File: config.mk
export PLATFORM = sky130hd
export DESIGN_NAME = pipe_hazard_ctrl_flat
export DESIGN_NICKNAME = d
export VERILOG_FILES = /design/src/rtl/pipe_hazard_ctrl_pkg.sv /design/src/rtl/pipe_hazard_ctrl_if.sv /design/src/rtl/pipe_hazard_ctrl_md_busy_timer.sv /design/src/rtl/pipe_hazard_ctrl.sv /design/src/flat_wrapper.sv
export SDC_FILE = /design/constraint.sdc
export NUM_CORES = 1
export LEC_CHECK = 0
export BUFFER_PORTS_ARGS = -buffer_cell sky130_fd_sc_hd__buf_2
export CAP_MARGIN = 20
export CORE_ASPECT_RATIO = 1.25
export CORE_MARGIN = 4
export CORE_UTILIZATION = 56
export DETAILED_ROUTE_END_ITERATION = 10
export GPL_ROUTABILITY_DRIVEN = 0
export PLACE_DENSITY_LB_ADDON = 0.12
export SKIP_LAST_GASP = 1
export SLEW_MARGIN = 20
export SYNTH_ARGS = -nofsm -noshare
export SYNTH_HDL_FRONTEND = slang
export SYNTH_HIERARCHICAL = 1
export SYNTH_SLANG_ARGS = --single-unit
File: constraint.sdc
create_clock -name clk -period 6.7 [get_ports clk]
set_clock_uncertainty 0.15 [all_clocks]
set_input_delay 0.67 -clock clk [delete_from_list [all_inputs] [get_ports clk]]
set_output_delay 0.67 -clock clk [all_outputs]
set_load 0.1 [all_outputs]
File: src/rtl/pipe_hazard_ctrl_pkg.sv
// Shared types and constants for the pipeline hazard controller:
// operand-timing encodings, mult/div latency defaults and the MD FSM states.
package pipe_hazard_ctrl_pkg;

  typedef logic [1:0] tuse_t;
  typedef logic [1:0] tnew_t;
  typedef logic [4:0] reg_idx_t;

  localparam tuse_t TUSE_NONE = 2'd3;
  localparam tnew_t TNEW_NONE = 2'd0;

  localparam int unsigned MULT_CYC_DEF = 5;
  localparam int unsigned DIV_CYC_DEF  = 10;
  localparam int unsigned MD_CNT_W     = 4;

  typedef enum logic {
    MD_IDLE = 1'b0,
    MD_BUSY = 1'b1
  } md_state_e;

  // A source operand hazards when a younger-needed value is still being produced
  // in E or M; register 0 is hard-wired and never waits.
  function automatic logic src_hazard(input reg_idx_t src, input tuse_t tuse,
                                      input reg_idx_t rd_e, input tnew_t tnew_e,
                                      input reg_idx_t rd_m, input tnew_t tnew_m);
    logic hit_e;
    logic hit_m;
    hit_e = (src == rd_e) && (tuse < tnew_e);
    hit_m = (src == rd_m) && (tuse < tnew_m);
    return (src != '0) && (hit_e || hit_m);
  endfunction

endpackage

File: src/rtl/pipe_hazard_ctrl_if.sv
// Pipeline-side bundle: D/E/M hazard inputs toward the controller and the
// stall/enable outputs back to the pipeline registers.
interface pipe_hazard_ctrl_if;
  import pipe_hazard_ctrl_pkg::*;

  reg_idx_t    rsD;
  reg_idx_t    rtD;
  tuse_t       tuse_rsD;
  tuse_t       tuse_rtD;
  reg_idx_t    rd_rsE;
  tnew_t       tnewE;
  reg_idx_t    rd_rsM;
  tnew_t       tnewM;
  logic        md_startE;
  logic        md_divE;
  logic        md_useD;
  logic        enPC;
  logic        enD;
  logic        clrE;
  logic        md_busy;
  logic [31:0] stall_cnt;

  modport master (
    output rsD, rtD, tuse_rsD, tuse_rtD, rd_rsE, tnewE, rd_rsM, tnewM,
    output md_startE, md_divE, md_useD,
    input  enPC, enD, clrE, md_busy, stall_cnt
  );

  modport slave (
    input  rsD, rtD, tuse_rsD, tuse_rtD, rd_rsE, tnewE, rd_rsM, tnewM,
    input  md_startE, md_divE, md_useD,
    output enPC, enD, clrE, md_busy, stall_cnt
  );

endinterface

File: src/rtl/pipe_hazard_ctrl_md_busy_timer.sv
// Mult/div occupancy timer: holds busy for exactly MULT_CYC or DIV_CYC cycles
// after an issue, ignoring further issues until it returns idle.
module md_busy_timer
  import pipe_hazard_ctrl_pkg::*;
#(
  parameter int unsigned MULT_CYC = MULT_CYC_DEF,
  parameter int unsigned DIV_CYC  = DIV_CYC_DEF
) (
  input  logic clk,
  input  logic reset,
  input  logic start,
  input  logic is_div,
  output logic busy
);

  localparam logic [MD_CNT_W-1:0] MULT_LOAD = MD_CNT_W'(MULT_CYC);
  localparam logic [MD_CNT_W-1:0] DIV_LOAD  = MD_CNT_W'(DIV_CYC);

  md_state_e           state_q, state_d;
  logic [MD_CNT_W-1:0] md_cnt_q, md_cnt_d;

  always_ff @(posedge clk) begin
    if (reset) begin
      state_q  <= MD_IDLE;
      md_cnt_q <= '0;
    end else begin
      state_q  <= state_d;
      md_cnt_q <= md_cnt_d;
    end
  end

  // md_cnt holds the remaining busy cycles including the current one.
  always_comb begin
    state_d  = state_q;
    md_cnt_d = md_cnt_q;
    case (state_q)
      MD_IDLE: begin
        if (start) begin
          state_d  = MD_BUSY;
          md_cnt_d = is_div ? DIV_LOAD : MULT_LOAD;
        end
      end
      MD_BUSY: begin
        md_cnt_d = md_cnt_q - 1'b1;
        if (md_cnt_q == MD_CNT_W'(1)) begin
          state_d = MD_IDLE;
        end
      end
      default: begin
        state_d  = MD_IDLE;
        md_cnt_d = '0;
      end
    endcase
  end

  assign busy = (state_q == MD_BUSY);

endmodule

File: src/rtl/pipe_hazard_ctrl.sv
// Pipeline hazard controller: combinational data/HI-LO stall detection driving
// PC/IF-ID enables and ID/EX bubble insertion, plus a saturating stall counter.
module pipe_hazard_ctrl
  import pipe_hazard_ctrl_pkg::*;
#(
  parameter int unsigned MULT_CYC = MULT_CYC_DEF,
  parameter int unsigned DIV_CYC  = DIV_CYC_DEF
) (
  input logic             clk,
  input logic             reset,
  pipe_hazard_ctrl_if.slave hz
);

  logic        md_busy;
  logic        data_stall;
  logic        md_stall;
  logic        stall;
  logic [31:0] stall_cnt_q, stall_cnt_d;

  md_busy_timer #(
    .MULT_CYC(MULT_CYC),
    .DIV_CYC (DIV_CYC)
  ) u_md_busy_timer (
    .clk   (clk),
    .reset (reset),
    .start (hz.md_startE),
    .is_div(hz.md_divE),
    .busy  (md_busy)
  );

  // The registered busy flag is masked during reset so the enables reflect
  // the unit being flushed in that same cycle.
  always_comb begin
    data_stall = src_hazard(hz.rsD, hz.tuse_rsD, hz.rd_rsE, hz.tnewE, hz.rd_rsM, hz.tnewM) ||
                 src_hazard(hz.rtD, hz.tuse_rtD, hz.rd_rsE, hz.tnewE, hz.rd_rsM, hz.tnewM);
    md_stall   = hz.md_useD && ((md_busy && !reset) || hz.md_startE);
    stall      = data_stall || md_stall;
  end

  always_comb begin
    stall_cnt_d = stall_cnt_q;
    if (stall && (stall_cnt_q != '1)) begin
      stall_cnt_d = stall_cnt_q + 32'd1;
    end
  end

  always_ff @(posedge clk) begin
    if (reset) begin
      stall_cnt_q <= '0;
    end else begin
      stall_cnt_q <= stall_cnt_d;
    end
  end

  assign hz.enPC      = !stall;
  assign hz.enD       = !stall;
  assign hz.clrE      = stall;
  assign hz.md_busy   = md_busy;
  assign hz.stall_cnt = stall_cnt_q;

endmodule

File: src/flat_wrapper.sv
// flat-port wrapper written by rule: the top's interface ports become plain ports
module pipe_hazard_ctrl_flat import pipe_hazard_ctrl_pkg::*;
#(
  parameter int unsigned MULT_CYC = MULT_CYC_DEF,
  parameter int unsigned DIV_CYC  = DIV_CYC_DEF
)
  (clk, reset, hz_rsD, hz_rtD, hz_tuse_rsD, hz_tuse_rtD, hz_rd_rsE, hz_tnewE, hz_rd_rsM, hz_tnewM, hz_md_startE, hz_md_divE, hz_md_useD, hz_enPC, hz_enD, hz_clrE, hz_md_busy, hz_stall_cnt);
  pipe_hazard_ctrl_if hz_i ();
  input logic clk;
  input logic reset;
  input wire logic [$bits(hz_i.rsD)-1:0] hz_rsD;
  input wire logic [$bits(hz_i.rtD)-1:0] hz_rtD;
  input wire logic [$bits(hz_i.tuse_rsD)-1:0] hz_tuse_rsD;
  input wire logic [$bits(hz_i.tuse_rtD)-1:0] hz_tuse_rtD;
  input wire logic [$bits(hz_i.rd_rsE)-1:0] hz_rd_rsE;
  input wire logic [$bits(hz_i.tnewE)-1:0] hz_tnewE;
  input wire logic [$bits(hz_i.rd_rsM)-1:0] hz_rd_rsM;
  input wire logic [$bits(hz_i.tnewM)-1:0] hz_tnewM;
  input wire logic [$bits(hz_i.md_startE)-1:0] hz_md_startE;
  input wire logic [$bits(hz_i.md_divE)-1:0] hz_md_divE;
  input wire logic [$bits(hz_i.md_useD)-1:0] hz_md_useD;
  output wire logic [$bits(hz_i.enPC)-1:0] hz_enPC;
  output wire logic [$bits(hz_i.enD)-1:0] hz_enD;
  output wire logic [$bits(hz_i.clrE)-1:0] hz_clrE;
  output wire logic [$bits(hz_i.md_busy)-1:0] hz_md_busy;
  output wire logic [$bits(hz_i.stall_cnt)-1:0] hz_stall_cnt;
  assign hz_i.rsD = hz_rsD;
  assign hz_i.rtD = hz_rtD;
  assign hz_i.tuse_rsD = hz_tuse_rsD;
  assign hz_i.tuse_rtD = hz_tuse_rtD;
  assign hz_i.rd_rsE = hz_rd_rsE;
  assign hz_i.tnewE = hz_tnewE;
  assign hz_i.rd_rsM = hz_rd_rsM;
  assign hz_i.tnewM = hz_tnewM;
  assign hz_i.md_startE = hz_md_startE;
  assign hz_i.md_divE = hz_md_divE;
  assign hz_i.md_useD = hz_md_useD;
  assign hz_enPC = hz_i.enPC;
  assign hz_enD = hz_i.enD;
  assign hz_clrE = hz_i.clrE;
  assign hz_md_busy = hz_i.md_busy;
  assign hz_stall_cnt = hz_i.stall_cnt;
  pipe_hazard_ctrl #(.MULT_CYC(MULT_CYC), .DIV_CYC(DIV_CYC)) u_core (.clk(clk), .reset(reset), .hz(hz_i));
endmodule
==> reports/results.txt, run 1 <==
The run finished with clean final reports. Post-synthesis cell type with the largest combined area: sky130_fd_sc_hd__dfxtp_1. The total global routing overflow is 0. Synthesis-to-finish area growth: 19.7%. The worst path needs 3.53 ns of the cycle, external delays included. The tools report the number of sinks driven by the clock tree as 37. The run gives 0.250 as the met1 capacity usage during global routing. The worst relative slew slack was 0.536. Once the clock tree was built, the resizer swapped 0 gates to a different size. Walking the worst path, the cells encountered are buf_2, inv_1, ha_1, a2111oi_1, nand4_1, a21oi_1, nor3_4, buf_4, inv_1, buf_2. The die covers 0.00530 mm².

The delay contributed by the slowest stage of the critical path was 0.44 ns; the share of the core filled with cells in the final layout was 0.691. The tools report the total count of max-transition violations in the final report as 0. Maximum fanout count along the critical path: 35.

After synthesis the cells add up to 0.00235 mm². In the synthesized netlist the dominant register cell turns out to be sky130_fd_sc_hd__dfxtp_1. STA classifies the critical path endpoint as a primary output. The kind of launch point of the worst setup path is a primary input. In this run, post-CTS hold repair placed 0 buffers. The tools report the number of top-level pins as 69. The first global-routing pass estimated 9020 µm of wire.

The critical-path cell with the highest stage delay was sky130_fd_sc_hd__a2111oi_1. For this block, the routed nets add up to 5450 µm of wire. The final HPWL from detailed placement is 4000 µm, and the routed length per instance is 13.8 µm.

The final hold violation count was 0. The logs give 0 ns for the final setup TNS and 0.29 ns for the insertion delay to the later sink of the worst-skew pair. For the pin with the worst max-slew slack, the measured transition is 0.694 ns. The tools report the initial cell density of the core as 0.577. Setup repair after global routing left no endpoint under its margin. Yosys attributes the largest share of cell area to sky130_fd_sc_hd__dfxtp_1, sky130_fd_sc_hd__xnor2_1, sky130_fd_sc_hd__nor2_1, sky130_fd_sc_hd__nor3_1, sky130_fd_sc_hd__ha_1. Buffers inserted during clock tree synthesis total 5. TritonCTS built the clock tree. For the met2 routing resource usage after global routing, the log shows 0.386.

From bottom edge to top edge, the die measures 80.4 µm. Yosys printed 6 warnings. After synthesis, the mean cell area works out to 8.54 µm². In this run, distinct cell masters in the synthesized netlist total 47.

The share of flip-flops with an asynchronous set or reset after synthesis was 0; the required time at the endpoint of the critical path was 5.88 ns. Area share of the leading cell type in the synthesized netlist: 0.316. The global routing usage summed across all routing layers came out at 0.216. In the synthesized netlist, the cells that appear most often are sky130_fd_sc_hd__nor2_1, sky130_fd_sc_hd__xnor2_1, sky130_fd_sc_hd__dfxtp_1. The repair_antennas step left the layout with diodes totalling 0.

In the routed layout, each cell is associated on average with a via count of 5.57. Based on the critical path, the design can be clocked at up to 283 MHz. Most crowded layer after global routing: met2. After floorplanning, the core was divided into 26 placement rows. The final net count was 379; the post-CTS clock slew at the launch and capture registers of the worst setup and hold paths was 0.07 ns.

The endpoint arrival time on the critical path is 2.71 ns. The width of the chip came out at 65.9 µm. Share of the cycle needed by the critical path after routing: 0.527. The maximum buffer depth of the clock tree is 2, and the power density over the cells is 188 mW/mm². The global-route met3 utilization was 0.0350; the via count of the first global-routing pass was 2,016. The total area inside the core boundary comes to 0.00407 mm².

The highest ir drop seen on vdd was 0.108 mV; the number of enable-type register cells in the synthesized netlist was 0. The share of layout cells above drive strength 1 is 0.279. Counting every instance in the synthesized netlist gives 275. During placement, the flow inserted port buffers numbering 68. The number of iterations in the first detailed-routing pass was 4; the violation count after the first detailed-route iteration was 136. When the netlist entered floorplanning its net count stood at 315. OpenSTA, run right after detailed placement, puts the worst setup slack at 3.21 ns.

The critical path in this run is classified as primary input to primary output. The run gives 0 as the final number of setup-violating endpoints. The tools report the number of antenna violations at the first check in global routing as 0.

The routed layout has 2,207 vias. The final critical-path setup slack came out at 3.17 ns. The deepest level of the CTS H-tree came out at 2.

The tool flagged a number of max-cap violations equal to 0. The sequential element share of the synthesized area came out at 0.316. Root buffer cell: sky130_fd_sc_hd__clkbuf_8.

The register bit total from synthesis was 37. In this run the worst hold path is classified as register to register. The count of nets left with antenna violations once routing finished came out at 0. For this design the static power due to leakage is 1.11 nW. After detailed routing, the number of remaining DRC violations is 0. Buffers added to address setup during post-CTS repair amount to 0.

Entering global routing, the biggest net connects 40 pins.
[sequential cells by signal (all words and copies together) (netlist names)]
| name | count |
|---|---|
| u_core/hz.stall_cnt | 32 |
| u_core/u_md_busy_timer/md_cnt_q | 4 |
| u_core/u_md_busy_timer/busy | 1 |
[routing by layer]
metal  vias to the layer above  wire (µm)  part of all wire
met2                        74       2870              0.53
li1                       1099          -                 -
met5                         -          0                 0
met3                        10        310             0.057
met4                         0         98             0.018
met1                      1024       2170              0.40
[worst max-delay path, delay by kind of cell]
family                   cells  cell delay, ns
adder cells (fa/ha/maj)      1            0.23
AO/OA/AOI/OAI                2            0.69
AND/OR/NAND/NOR              2            0.20
buffers and inverters        5            0.92
[final timing paths]
| check | startpoint | endpoint | slack [ns] | depth (start not counted) |
|---|---|---|---|---|
| hold / removal | u_core/hz.stall_cnt[31]$_SDFFE_PP0P_ | u_core/hz.stall_cnt[30]$_SDFFE_PP0P_ | 0.36 | 2 |
| hold reg to reg | u_core/hz.stall_cnt[31]$_SDFFE_PP0P_ | u_core/hz.stall_cnt[30]$_SDFFE_PP0P_ | 0.36 | 2 |
| setup reg to reg | u_core/hz.stall_cnt[2]$_SDFFE_PP0P_ | u_core/hz.stall_cnt[7]$_SDFFE_PP0P_ | 3.75 | 8 |
| setup / recovery | hz_tnewE[1] | hz_clrE | 3.17 | 10 |
[logic make-up after synthesis]
kind of cell,count (synthesis),share of synthesized area
AND/OR/NAND/NOR,137,0.352
XOR/XNOR,47,0.175
flip-flops,37,0.316
AO/OA/AOI/OAI,24,0.0682
buffers and inverters,23,0.0512
adder cells (fa/ha/maj),7,0.0373
[area by class of cell]
class / count / area [µm²]
timing repair buffer: 69 / 348
clock inverter: 1 / 30.0
inverter: 11 / 41.3
clock buffer: 7 / 86.3
fill: 357 / 1260
tap: 56 / 70.1
sequential: 37 / 741
multi-input combinational: 215 / 1490
[through the flow]
step           area (µm²)  power [mW]  hold slack, ns  instances
2_1_floorplan        2350       0.307           0.321        275
3_3_place_gp         2690       0.330           0.346        388
3_5_place_dp         2690       0.332           0.353        388
4_1_cts              2810       0.533           0.364        396
5_1_grt              2810       0.553           0.386        396
6_report             2810       0.528           0.363        396
[layout by cell type, fill, tap and decap left out, types with 5 or more instances in the layout]
cell                       synthesis  layout
sky130_fd_sc_hd__a21oi_1           7       7
sky130_fd_sc_hd__dfxtp_1          37      37
sky130_fd_sc_hd__nand3_1          11      11
sky130_fd_sc_hd__ha_1              7       7
sky130_fd_sc_hd__xnor2_1          38      38
sky130_fd_sc_hd__clkbuf_8          0       6
sky130_fd_sc_hd__inv_1            11      11
sky130_fd_sc_hd__nand2_1           6       6
sky130_fd_sc_hd__xor2_1            9       9
sky130_fd_sc_hd__buf_2             3      68
sky130_fd_sc_hd__nor3_1           22      22
sky130_fd_sc_hd__nand4_1          14      14
sky130_fd_sc_hd__nor2_1           38      38
sky130_fd_sc_hd__and3_1            5       5
[power by group]
group          internal (mW)  switching (mW)
Combinational         0.0298          0.0655
Sequential             0.224         0.00700
Clock                  0.121          0.0795
Total                  0.376           0.152
Note: power is estimated with default switching activity, not from simulation.
==> run 2, diff against run 1 <==
--- a/config.mk
+++ b/config.mk
@@ -5,11 +5,12 @@
 export SDC_FILE = /design/constraint.sdc
 export NUM_CORES = 1
 export LEC_CHECK = 0
+export ABC_AREA = 1
 export BUFFER_PORTS_ARGS = -buffer_cell sky130_fd_sc_hd__buf_2
 export CAP_MARGIN = 20
 export CORE_ASPECT_RATIO = 1.25
 export CORE_MARGIN = 4
-export CORE_UTILIZATION = 56
+export CORE_UTILIZATION = 55
 export DETAILED_ROUTE_END_ITERATION = 10
 export GPL_ROUTABILITY_DRIVEN = 0
 export PLACE_DENSITY_LB_ADDON = 0.12
==> constraint.sdc (replaced) <==
create_clock -name clk -period 3.5 [get_ports clk]
set_clock_uncertainty 0.15 [all_clocks]
set_input_delay 0.35 -clock clk [delete_from_list [all_inputs] [get_ports clk]]
set_output_delay 0.35 -clock clk [all_outputs]
set_load 0.1 [all_outputs]
==> run 2 against run 1 <==
Against the previous run:
- utilization shrank 4.1 points
- via count grew 56%
- final area grew 28%
- first-iteration DRC count grew 74%
- non-clock buffer count grew 1
- critical path depth grew 1
- critical endpoint unchanged
- setup slack lost 2.2 ns
- clock power grew 49%
- combinational power grew to 7.3 times the previous value
- largest power group is now combinational logic
==> reports/results.txt, run 2 <==
The flow ran to the end, and the final reports show no timing, DRC or antenna violations. On the critical path, the stage with the largest delay is an instance of sky130_fd_sc_hd__buf_2. The buffer count from post-CTS setup fixing was 0; the largest net degree at the start of global routing was 36. In the layout the commonest cells are sky130_fd_sc_hd__nand2_1, sky130_fd_sc_hd__inv_1, sky130_fd_sc_hd__buf_2. Sorting the synthesized cells by how often they occur yields sky130_fd_sc_hd__nand2_1, sky130_fd_sc_hd__inv_1, sky130_fd_sc_hd__nor2_1. The initial cell density of the core was 0.575.

The tools report the number of different library cells in the post-synthesis netlist as 37. Switching share of power: 0.504. The floorplan step defined a die boundary enclosing 0.00705 mm².

Hold repair after CTS inserted 0 buffers. The run gives 0 as the total count of max-transition violations in the final report. The library cell used most frequently in the layout, excluding fill and tap cells, is sky130_fd_sc_hd__nand2_1. Proportion of power drawn by combinational gates: 0.459. In the synthesized netlist, the number of instances is 539. Data on the critical path is required at its endpoint by 3.00 ns.

The transition time at the pin with the least slew margin works out to 0.565 ns. The logs give 37 for the number of sinks driven by the clock tree and 6230 µm for the final HPWL from detailed placement. The post-CTS clock slew at the launch and capture registers of the worst setup and hold paths is 0.07 ns. The area share of the leading cell type in the synthesized netlist was 0.234. The worst hold path belongs to the class primary input to register. Among all cell types in the netlist, the one instantiated most often is sky130_fd_sc_hd__nand2_1. The tools report the net count after synthesis as 579. For this run, the number of Yosys warnings is 6.

The buffers plus inverters on the worst setup path is 3, and the flip-flop count of the largest register after layout is 32. The final layout contains 644 nets. The share of flip-flops with an asynchronous set or reset after synthesis is 0.

After detailed routing, the average wire length per cell comes to 12.2 µm. The logs give 5 for the number of iterations in the first detailed-routing pass and 30 for the number of rows in the core area. The most instantiated flip-flop cell in the synthesis netlist was sky130_fd_sc_hd__dfxtp_1.

The via count of the first global-routing pass came out at 3,235. IR analysis of the VDD net gives a maximum drop of 0.210 mV. Global routing usage summed across all routing layers: 0.232. The average cell area after synthesis is 5.88 µm². The worst setup path is launched from a primary input. The core region is 0.00552 mm². The first global-routing pass estimated 13,700 µm of wire. Counting the fill cells in the layout gives 567.

Registers take 741 µm². The delay contributed by the slowest stage of the critical path is 0.44 ns. After detailed routing, the number of remaining DRC violations is 0.

The share of layout cells above drive strength 1 is 0.197, and the TritonCTS buffer count is 5. Data arrives at the worst endpoint at 2.03 ns. The run gives 0.197 as the clock network fraction of total power. The register bit total from synthesis works out to 37. For this design the static power due to leakage is 1.92 nW. Worst relative slew slack: 0.621.

In the post-synthesis netlist, the biggest area contributors are sky130_fd_sc_hd__dfxtp_1, sky130_fd_sc_hd__nand2_1, sky130_fd_sc_hd__inv_1, sky130_fd_sc_hd__nor2_1, sky130_fd_sc_hd__nand3_1. The number of gates resized after CTS was 0. Traced cell by cell, the critical path runs through buf_2, ha_1, o21ai_0, nand2_1, nor2_1, nand2_1, nand2_1, nand2_1, nand3_2, buf_4, buf_2. STA classifies the critical path endpoint as a primary output. Register share of total power: 0.344. At the later pin of the worst-skew pair, clock insertion delay measures 0.30 ns. In this run the power density over the cells is 424 mW/mm². CTS placed an instance of sky130_fd_sc_hd__clkbuf_8 at the clock tree root. The cell area that synthesis handed to floorplanning was 0.00317 mm².

TritonCTS built the clock tree. In this run, synthesis inferred 0 flip-flops with an integrated enable. The tools report the net switching power as 0.766 mW.

Setup repair after global routing left no endpoint under its margin. The post-synthesis cell type with the largest combined area is sky130_fd_sc_hd__dfxtp_1. From synthesis to final layout, the design area changed by 13.1%.

The via-per-instance ratio is 5.14. The final antenna diode count is 0, and the maximum fanout count along the critical path is 12. Setup violations remaining at the end of the flow were counted as 0. The logs give 69 for the number of top-level pins and 236 for the violation count after the first detailed-route iteration.

The total overflow left after global routing is 0. For the final routed database, the setup TNS stands at 0 ns. Leaving out filler cells and counting taps, the final layout contains 669.

The smallest clock period supported by the final layout is computed as 2.53 ns. The final layout contains routed wiring with a total length of 8170 µm. Across the run, the number of max-cap violations was 0.

The logs give 3,440 for the via count and 395 MHz for the highest achievable clock rate. Maximum buffer depth of the clock tree: 2. Summing all multi-input logic gate instances after layout gives 0.00197 mm².

The internal power of the cells totals 0.755 mW. On the critical path the largest part of the delay comes from buffers and inverters. Critical path class: primary input to primary output.

The number of antenna violations at the first check in global routing is 0. The run gives 0 as the final hold violation count. Most common cell type on the critical path: sky130_fd_sc_hd__nand2_1. The share of the cycle needed by the critical path after routing was 0.723. The H-tree was split into 2 levels. The number of port buffers came out at 68. The height of the die is 92.9 µm.

For the cell count after placement, the log shows 661. The width of the chip was 75.9 µm. The sequential element share of the synthesized area is 0.234, and the antenna violation net count after detailed routing is 0.
run 2: cell type report:
type                            instances  share of cell area
Clock buffer                            6              0.0202
Clock inverter                          2             0.00279
Inverter                               95              0.0998
Multi-Input combinational cell        395               0.549
Sequential cell                        37               0.206
Tap cell                               64              0.0223
Timing Repair Buffer                   70              0.0991
run 2: kinds of logic after synthesis:
group,after synthesis,synth area share
DFF,37,0.234
buffers and inverters,107,0.145
and+or+nand+nor,338,0.485
AOI/OAI and AO/OA,27,0.0454
xor gates and xnor gates,23,0.0635
adders and majority gates,7,0.0276
run 2: metrics by stage:
step / hold WS [ns] / utilization / instance area [µm²] / setup WS (ns) / power, mW
after floorplan: 0.272 / - / 3170 / 0.0145 / 1.11
after global placement: 0.369 / 0.635 / 3500 / 1.00 / 1.22
after detailed placement: 0.376 / 0.635 / 3500 / 0.962 / 1.23
after CTS: 0.272 / 0.650 / 3590 / 0.963 / 1.53
after global routing: 0.286 / 0.650 / 3590 / 0.823 / 1.61
final: 0.281 / 0.650 / 3590 / 0.968 / 1.52
run 2: layer usage:
layer / vias up / GRT usage / wire length (µm)
li1: 1765 / - / -
met1: 1516 / 0.249 / 3290
met2: 133 / 0.426 / 4070
met3: 26 / 0.0457 / 510
met4: 0 / 0.116 / 306
met5: - / 0 / 0
run 2: power by group through the flow:
| stage | sequential [mW] | combinational [mW] | clock (mW) |
|---|---|---|---|
| 2_1_floorplan | 0.820 | 0.294 | 0 |
| 3_3_place_gp | 0.532 | 0.685 | 0 |
| 3_5_place_dp | 0.533 | 0.697 | 0 |
| 4_1_cts | 0.523 | 0.700 | 0.306 |
| 5_1_grt | 0.531 | 0.752 | 0.328 |
| 6_report | 0.523 | 0.698 | 0.299 |
run 2: final timing paths:
path	start	to	slack, ns	depth (start not counted)
setup / recovery	hz_tuse_rtD[1]	hz_clrE	0.97	11
hold / removal	hz_md_divE	u_core/u_md_busy_timer/md_cnt_q[1]$_SDFFE_PP0P_	0.28	5
setup reg to reg	u_core/hz.stall_cnt[0]$_SDFFE_PP0P_	u_core/hz.stall_cnt[3]$_SDFFE_PP0P_	1.03	12
hold reg to reg	u_core/u_md_busy_timer/md_cnt_q[2]$_SDFFE_PP0P_	u_core/u_md_busy_timer/busy$_SDFF_PP0_	0.39	2
run 2: worst min-delay path, delay by kind of cell:
kind                   cells  cell delay [ns]
buffers and inverters      2             0.14
AO/OA/AOI/OAI              2             0.14
AND/OR/NAND/NOR            1             0.07
==> run 3, diff against run 2 <==
--- a/config.mk
+++ b/config.mk
@@ -10,7 +10,7 @@
 export CAP_MARGIN = 20
 export CORE_ASPECT_RATIO = 1.25
 export CORE_MARGIN = 4
-export CORE_UTILIZATION = 55
+export CORE_UTILIZATION = 50
 export DETAILED_ROUTE_END_ITERATION = 10
 export GPL_ROUTABILITY_DRIVEN = 0
 export PLACE_DENSITY_LB_ADDON = 0.12
==> constraint.sdc (replaced) <==
create_clock -name clk -period 2.32 [get_ports clk]
set_clock_uncertainty 0.15 [all_clocks]
set_input_delay 0.232 -clock clk [delete_from_list [all_inputs] [get_ports clk]]
set_output_delay 0.232 -clock clk [all_outputs]
set_load 0.1 [all_outputs]
==> run 3 against run 2 <==
Against the previous run:
- via count barely moved
- final area rose by 7.2%
- setup slack got worse by 0.73 ns
- flip-flop and latch count did not move
- die area rose by 9.0%
- non-clock buffer count rose by 8
- wire length rose by 1.5%
- sequential share of layout area fell by 0.32 points
- first-iteration DRC count fell by 3.0%
- total power rose by 56%
- critical endpoint unchanged
==> reports/results.txt, run 3 (synthesis results as in run 2) <==
After detailed routing, the number of remaining DRC violations is 0. The leakage power is 1.99 nW, and the number of iterations in the first detailed-routing pass is 4. Setup slack closes at 0.233 ns. Walking the worst path, the cells encountered are buf_2, inv_12, ha_4, o21ai_1, nand2_1, nor2_1, nand2_1, nand2_1, nand2_2, nand3_4, buf_4, buf_12.

The logs give 0 for the final number of setup-violating endpoints and 13,800 µm for the first-pass GRT wire length. The worst hold slack across all endpoints came out at 0.166 ns. Dividing the detail-routed via count by the number of cells gives 4.93.

The detailed router finished its first iteration with 229 violations. The most common cell type on the critical path is sky130_fd_sc_hd__nand2_1. Clock-pin slew was measured on the worst setup and hold paths at 0.07 ns. The logs give 2.37 mW for the overall power after layout and 652 for the final net count. The repair_antennas step left the layout with diodes totalling 0. The final hold violation count was 0. In the final routed layout, each cell accounts on average for 11.9 µm. The kind of end point of the critical path was a primary output. Dividing total power by cell area gives a power density of 616 mW/mm².

The required time at the endpoint of the critical path came out at 1.94 ns. Leading cell type in the layout, fill and taps excluded: sky130_fd_sc_hd__nand2_1. The launch point of the worst reg-to-reg path was u_core/hz.stall_cnt[0]$_SDFFE_PP0P_. The global routing usage summed across all routing layers is 0.219. TritonCTS created 5 clock buffers.

In this run the number of H-tree levels came out at 2. Relative to the synthesized area, the layout overhead comes to 21.3%. The tools report the total count of max-transition violations in the final report as 0. Clock tree synthesis selected as its root buffer the cell sky130_fd_sc_hd__clkbuf_8. The number of port buffers is 68.

The number of antenna violations at the first check in global routing came out at 0. The logs give 32 for the number of rows in the core area and 0.669 for the worst relative slew slack. The floorplan step defined a die boundary enclosing 0.00769 mm². Final HPWL from detailed placement: 6600 µm. The via count was 3,438. The top cell types in the final layout, fill and taps aside, are sky130_fd_sc_hd__nand2_1, sky130_fd_sc_hd__inv_1, sky130_fd_sc_hd__buf_2. The worst setup slack before clock tree synthesis was 0.240 ns; the area of the core was 0.00617 mm².

Entering global routing, the biggest net connects 36 pins. The number of gates resized after CTS was 0. The transition time at the pin with the least slew margin works out to 0.500 ns. The flow ran to the end, and the final reports show no timing, DRC or antenna violations. The share of layout cells above drive strength 1 was 0.263. The tools report the worst hold path startpoint as hz_md_startE. The kind of launch point of the worst setup path is a primary input. The routed wire length came out at 8290 µm.

After global routing, the most crowded layer is met2. Via count of the first global-routing pass: 3,162. The flip-flop count of the largest register after layout came out at 32. The tools report the timing startpoint of the critical path as hz_tnewE[1].

The tools report the met1 capacity usage during global routing as 0.256. In this run the worst hold path is classified as primary input to register. The share of the cycle needed by the critical path after routing came out at 0.899. TritonCTS built the clock tree. Across the run, the number of max-cap violations was 0. The clock net in this run drives a total of 37 sinks.

The maximum fanout count along the critical path was 14. The total overflow left after global routing is 0. The clock passes through at most 2 buffers. The count of nets left with antenna violations once routing finished came out at 0. Setup repair after global routing left no endpoint under its margin. After clock tree synthesis, the setup repair step added 0 buffers.

The filler cells instantiated in the layout total 617. 69 I/O pins were placed. The met2 routing resource usage after global routing was 0.391; the insertion delay to the later sink of the worst-skew pair was 0.29 ns. The delay contributed by the slowest stage of the critical path is 0.24 ns, and the width of the chip is 79.2 µm.

The minimum period implied by the final worst setup slack was 2.09 ns; the initial cell density of the core was 0.514. From bottom edge to top edge, the die measures 97.1 µm. The global-route met3 utilization is 0.0325. The endpoint arrival time on the critical path was 1.70 ns; the cts-stage hold buffer count was 0.

Derived from the worst setup path, the maximum achievable clock frequency is 479 MHz. The highest ir drop seen on vdd came out at 0.283 mV. Critical path class: primary input to primary output. Critical-path cell with the highest stage delay: sky130_fd_sc_hd__buf_4.
run 3: changes by cell type in the layout (fill, tap and decap cells not counted), sizes merged:
| cell | previous run | this run |
|---|---|---|
| buf | 70 | 78 |
| clkbuf | 6 | 8 |
| clkinv | 4 | 2 |
| clkinvlp | 0 | 1 |
| inv | 93 | 92 |
run 3: final timing paths:
check / to / slack (ns) / cells past startpoint
min: u_core/u_md_busy_timer/busy$_SDFF_PP0_ / 0.17 / 3
max: hz_clrE / 0.23 / 12
max reg2reg: u_core/hz.stall_cnt[16]$_SDFFE_PP0P_ / 0.25 / 11
min reg2reg: u_core/hz.stall_cnt[1]$_SDFFE_PP0P_ / 0.36 / 2
run 3: critical path: cells and delay by family:
family	cells	cell delay (ns)
compound gates	1	0.07
fa+ha+maj	1	0.22
buf+inv	4	0.63
simple gates	6	0.53
run 3: area by class of cell:
class,instances,area (µm²),share of cell area
clock buffer,8,90.1,0.0234
inverter,95,387,0.101
multi-input combinational,395,2020,0.525
sequential,37,782,0.203
tap,85,106,0.0277
timing repair buffer,78,460,0.120
run 3: per-stage QoR:
step / cell area, µm² / TNS [ns] / utilization / cells
CTS: 3850 / 0 / 0.624 / 698
detailed placement: 3760 / 0 / 0.609 / 690
finish: 3850 / 0 / 0.624 / 698
floorplan: 3320 / -0.0500 / - / 539
global route: 3850 / 0 / 0.624 / 698
global placement: 3760 / 0 / 0.609 / 690
run 3: layer usage:
metal,part of all wire,up-vias
met1,0.41,1531
met3,0.055,22
li1,-,1784
met5,0,-
met4,0.030,0
met2,0.50,101
run 3: report_power, final:
group / switching, mW / leakage, nW / internal (mW)
logic: 0.839 / 1.62 / 0.255
clock network: 0.230 / 0.0455 / 0.243
registers: 0.0845 / 0.316 / 0.717
total: 1.15 / 1.99 / 1.21
